<file path="config.mk">
export PLATFORM = sky130hd
export DESIGN_NAME = if_fetch_stage
export DESIGN_NICKNAME = d
export VERILOG_FILES = /design/src/rtl/if_fetch_stage_pkg.sv /design/src/rtl/if_fetch_stage_if_id_reg.sv /design/src/rtl/if_fetch_stage.sv
export SDC_FILE = /design/constraint.sdc
export NUM_CORES = 1
export LEC_CHECK = 0
export CORE_MARGIN = 3
export CORE_UTILIZATION = 25
export CTS_BUF_LIST = sky130_fd_sc_hd__clkbuf_16
export CTS_CLUSTER_DIAMETER = 100
export CTS_CLUSTER_SIZE = 16
export DETAILED_ROUTE_END_ITERATION = 10
export SLEW_MARGIN = 0
export SYNTH_ARGS = -nofsm -noshare
export SYNTH_HDL_FRONTEND = slang
export SYNTH_HIERARCHICAL = 1
export SYNTH_SLANG_ARGS = --single-unit
</file>
<file path="constraint.sdc">
create_clock -name clk -period 4.7 [get_ports clk]
set_clock_uncertainty 0.2 [all_clocks]
set_input_delay 0.94 -clock clk [delete_from_list [all_inputs] [get_ports clk]]
set_output_delay 0.94 -clock clk [all_outputs]
set_load 0.02 [all_outputs]
</file>
<file path="src/rtl/if_fetch_stage_pkg.sv">
// Shared fetch/decode constants: instruction width, alignment, reset PC and bubble word.
// Also holds the fetch state encoding and a word-alignment helper.
package if_fetch_stage_pkg;

    localparam int          INSTR_W          = 32;
    localparam int          WORD_BYTES       = 4;
    localparam int          ALIGN_BITS       = 2;
    localparam logic [31:0] DEFAULT_RESET_PC = 32'h0000_0000;
    localparam logic [31:0] DEFAULT_NOP_WORD = 32'h0000_0000;  // sll $0,$0,0

    typedef enum logic {
        FETCH = 1'b0,
        DONE  = 1'b1
    } fetch_state_e;

    function automatic logic [31:0] word_align(input logic [31:0] addr);
        return {addr[31:ALIGN_BITS], {ALIGN_BITS{1'b0}}};
    endfunction

endpackage

</file>
<file path="src/rtl/if_fetch_stage_if_id_reg.sv">
// IF/ID pipeline register: flush inserts a bubble, load captures a fetched word,
// otherwise the contents hold (stall).
module if_id_reg
    import if_fetch_stage_pkg::*;
#(
    parameter logic [INSTR_W-1:0] NOP_WORD = DEFAULT_NOP_WORD
) (
    input  logic               clk,
    input  logic               rst_n,
    input  logic               load,
    input  logic               flush,
    input  logic [INSTR_W-1:0] instr_d,
    input  logic [31:0]        pc4_d,
    output logic [INSTR_W-1:0] instr_q,
    output logic [31:0]        pc4_q,
    output logic               valid_q
);

    // NOTE: sequential state uses non-blocking assignments so every register
    // samples pre-edge values regardless of process evaluation order.
    always_ff @(posedge clk or negedge rst_n) begin
        if (!rst_n) begin
            instr_q <= NOP_WORD;
            pc4_q   <= 32'h0;
            valid_q <= 1'b0;
        end else if (flush) begin
            instr_q <= NOP_WORD;
            pc4_q   <= 32'h0;
            valid_q <= 1'b0;
        end else if (load) begin
            instr_q <= instr_d;
            pc4_q   <= pc4_d;
            valid_q <= 1'b1;
        end
    end

endmodule

</file>
<file path="src/rtl/if_fetch_stage.sv">
// Instruction-fetch stage: PC, FETCH/DONE state machine, retired-fetch counter,
// and the IF/ID register fed from a combinational instruction memory.
module if_fetch_stage
    import if_fetch_stage_pkg::*;
#(
    parameter logic [31:0]        RESET_PC   = DEFAULT_RESET_PC,
    parameter int                 IMEM_BYTES = 24,
    parameter logic [INSTR_W-1:0] NOP_WORD   = DEFAULT_NOP_WORD
) (
    input  logic               clk,
    input  logic               rst_n,
    input  logic               stall,
    input  logic               redirect,
    input  logic [31:0]        redirect_pc,
    output logic [31:0]        imem_addr,
    input  logic [INSTR_W-1:0] imem_instr,
    output logic [31:0]        pc,
    output logic [INSTR_W-1:0] if_id_instr,
    output logic [31:0]        if_id_pc4,
    output logic               if_id_valid,
    output logic               fetch_done,
    output logic [31:0]        fetch_count
);

    fetch_state_e state, state_next;
    logic         in_range;
    logic         load;
    logic         flush;
    logic [31:0]  pc_plus4;

    assign pc_plus4  = pc + 32'(WORD_BYTES);
    // 33-bit sum so a PC near 2^32 cannot wrap back into range.
    assign in_range  = ({1'b0, pc} + 33'(WORD_BYTES)) <= 33'(IMEM_BYTES);
    assign imem_addr = pc;
    assign fetch_done = (state == DONE);

    // NOTE: every output of this block gets a default first, so no path
    // leaves a signal unassigned and no latch is inferred.
    always_comb begin
        state_next = state;
        load       = 1'b0;
        flush      = 1'b0;
        if (redirect) begin
            state_next = FETCH;
            flush      = 1'b1;
        end else if (!stall) begin
            if (state == DONE || !in_range) begin
                state_next = DONE;
                flush      = 1'b1;
            end else begin
                load = 1'b1;
            end
        end
    end

    always_ff @(posedge clk or negedge rst_n) begin
        if (!rst_n) begin
            state       <= FETCH;
            pc          <= RESET_PC;
            fetch_count <= 32'h0;
        end else begin
            state <= state_next;
            if (redirect) begin
                pc <= word_align(redirect_pc);
            end else if (load) begin
                pc <= pc_plus4;
            end
            if (load && fetch_count != 32'hFFFF_FFFF) begin
                fetch_count <= fetch_count + 32'd1;
            end
        end
    end

    if_id_reg #(
        .NOP_WORD (NOP_WORD)
    ) u_if_id_reg (
        .clk     (clk),
        .rst_n   (rst_n),
        .load    (load),
        .flush   (flush),
        .instr_d (imem_instr),
        .pc4_d   (pc_plus4),
        .instr_q (if_id_instr),
        .pc4_q   (if_id_pc4),
        .valid_q (if_id_valid)
    );

endmodule

</file>
==> impl_metrics.json <==
{
  "netlist_instances": 645,
  "min_period_ps": 4090,
  "worstSetupPathType": "flip-flop to flip-flop",
  "critPathCaptureType": "flip-flop",
  "synth-edff-count": 0,
  "diodes": 0,
  "final_common_cell": "clkdlybuf4s50_1",
  "ant_nets": 0,
  "async_reset_ff_share_pct": 100,
  "dieArea_mm2": 0.0293,
  "fin_util_pct": 36.8,
  "power_density_mw_per_mm2": 313,
  "final_cell_mix": "clkdlybuf4s50_1, dfrtp_1, nor2_1",
  "post-cts-setup-buffers": 0,
  "synth_area_leaders": "dfrtp_1, mux2i_1, nor2_1, mux2_2, xnor2_1",
  "track_usage_pct": 13.9,
  "finalHoldViolations": 0,
  "rows": 59,
  "synth_top_area_share_pct": 47.0,
  "num_io_pins": 230,
  "rr_startpoint": "imem_addr[3]$_DFFE_PN0P_",
  "numCtsBuffers": 17,
  "setup_slack_ps": 608,
  "vdd_drop_max_v": 0.000178,
  "wire_per_inst_um": 17.1,
  "routed.top_layer": "met4",
  "avgSynthCellArea_um2": 10.6,
  "clkLatencyLatePin_ps": 420,
  "syn_to_final_growth_pct": 42.7,
  "status": "finished clean",
  "required_ps": 4780,
  "power_mw": 3.05,
  "ys_seq_area_share_pct": 47.0,
  "nNetsFinal": 901,
  "reg2regPathDepth": 11,
  "clock_path_buffers": 2,
  "rsz0062_at_grt": "false",
  "reg2reg_setup_slack_ps": 610,
  "dr.pass1.iters": 5,
  "clkSlewWorstSetupHoldPaths_ps": 60,
  "wl_um": 20100,
  "cts_tree": "done",
  "syn-cell-area_mm2": 0.00682,
  "drt_iter0_drc": 256,
  "post_cts_resized": 0,
  "slew_violations": 0,
  "design.core.area_mm2": 0.0264,
  "startpoint_type": "flip-flop",
  "fmax_mhz": 244,
  "route.detailed.drc": 0,
  "initial_utilization_pct": 25.8,
  "tightest_slew_ps": 978,
  "fin_crit_sh_pct": 87.1,
  "endpoint": "u_if_id_reg/pc4_q[6]$_DFFE_PN0P_",
  "whs_ps": 291,
  "clock_sinks": 128,
  "yosys_warnings": 6,
  "grt_pass1_wl_um": 31300,
  "chipWidth_um": 171,
  "wl_met3_um": 1620,
  "grt_max_degree": 102,
  "drive_above_1_share_pct": 11.2,
  "port_buffers": 223,
  "wl_met1_um": 8980,
  "crit_start": "imem_addr[3]$_DFFE_PN0P_",
  "die_y_um": 171,
  "gp_congestion": 0.775,
  "reg2reg_to": "u_if_id_reg/pc4_q[6]$_DFFE_PN0P_",
  "dp_hpwl_um": 14700,
  "via_per_inst": 4.54,
  "clockRootBuffer": "clkbuf_16",
  "hold_buffers": 0,
  "wl_met2_um": 9360,
  "num_vias": 5347,
  "fin_setup_tns_ps": 0,
  "ys_types": 52,
  "leakagePower_nw": 3.82,
  "crit_path_max_fanout": 22,
  "worstPathArrival_ps": 4170,
  "hp-class": "flip-flop to flip-flop",
  "antenna_found_initial": 0,
  "grt_pass1_vias": 5422,
  "htree_levels": 4,
  "ys_seq_elements": 128,
  "grt-ovfl-total": 0,
  "slew_headroom_pct": 34.3,
  "setup_viol": 0,
  "preCtsSetupSlack_ps": 580,
  "yosys.area.top_type": "dfrtp_1",
  "ys.flop_type": "dfrtp_1",
  "cap_violations": 0
}
Yosys cell counts (all sizes together) (2+ instances only):
library cell / count
xnor2: 36
nand4: 21
mux2i: 67
nor2: 90
clkbuf: 21
nand2: 34
dfrtp: 128
and4: 6
or2: 2
inv: 8
ha: 3
o21ai: 8
nand3: 31
or3: 3
or4: 8
nor3: 15
xor2: 28
nor4b: 2
and2: 8
buf: 53
and3: 10
and4b: 2
o31ai: 2
nor4: 16
mux2: 29
cell type report:
type	instances	area (um2)
clock buffer	17	425
tap	335	419
multi-input combinational	440	3110
inverter	8	30.0
timing repair buffer	235	2330
fill	2647	16700
clock inverter	14	214
sequential	128	3200
metrics by stage:
step	instances	instance area, um2
after CTS	1177	9730
after global routing	1177	9730
after detailed placement	1146	9090
after global placement	1146	9090
final	1177	9730
after floorplan	650	6840
worst max-delay path, stage by stage (launching register included):
cell,delay (ps)
dfrtp_1,480
ha_1,310
nand4_1,380
or4_1,710
xnor2_1,200
nor4_1,190
and4b_2,310
nand3_2,260
nor2_4,210
buf_4,390
mux2i_1,240
nor2_1,60
cells by family after synthesis:
family,share of synthesized area [%]
AND/OR/NAND/NOR,19.8
adder cells (fa/ha/maj),0.551
buffers and inverters,7.85
XOR/XNOR,8.33
flip-flops,47.0
multiplexers,14.6
AO/OA/AOI/OAI,1.78
other,0.0550
state kept, by name, indices dropped and copies added, names as in the netlist:
signal               cells
fetch_count             32
fetch_done               1
imem_addr               30
u_if_id_reg/instr_q     32
u_if_id_reg/pc4_q       32
u_if_id_reg/valid_q      1
power by group:
group / internal, mW / switching [mW] / leakage (nW)
Sequential: 1.13 / 0.0678 / 1.71
Clock: 0.939 / 0.517 / 0.307
Combinational: 0.199 / 0.199 / 1.80
Total: 2.27 / 0.784 / 3.82
worst min path at each step:
stage / from / endpoint / slack [ps] / depth (start not counted)
floorplan: fetch_count[27]$_DFFE_PN0P_ / fetch_count[27]$_DFFE_PN0P_ / 390 / 1
global placement: fetch_count[9]$_DFFE_PN0P_ / fetch_count[9]$_DFFE_PN0P_ / 270 / 1
detailed placement: fetch_count[27]$_DFFE_PN0P_ / fetch_count[27]$_DFFE_PN0P_ / 290 / 1
CTS: fetch_count[9]$_DFFE_PN0P_ / fetch_count[9]$_DFFE_PN0P_ / 300 / 1
global route: fetch_count[27]$_DFFE_PN0P_ / fetch_count[27]$_DFFE_PN0P_ / 310 / 1
finish: fetch_count[9]$_DFFE_PN0P_ / fetch_count[9]$_DFFE_PN0P_ / 290 / 1
per-layer routing:
layer	global-route usage (%)	vias up
li1	-	2562
met1	18.4	2583
met2	22.0	190
met3	4.55	12
met4	3.39	0
met5	0	-
(Power assumes the default switching activity.)
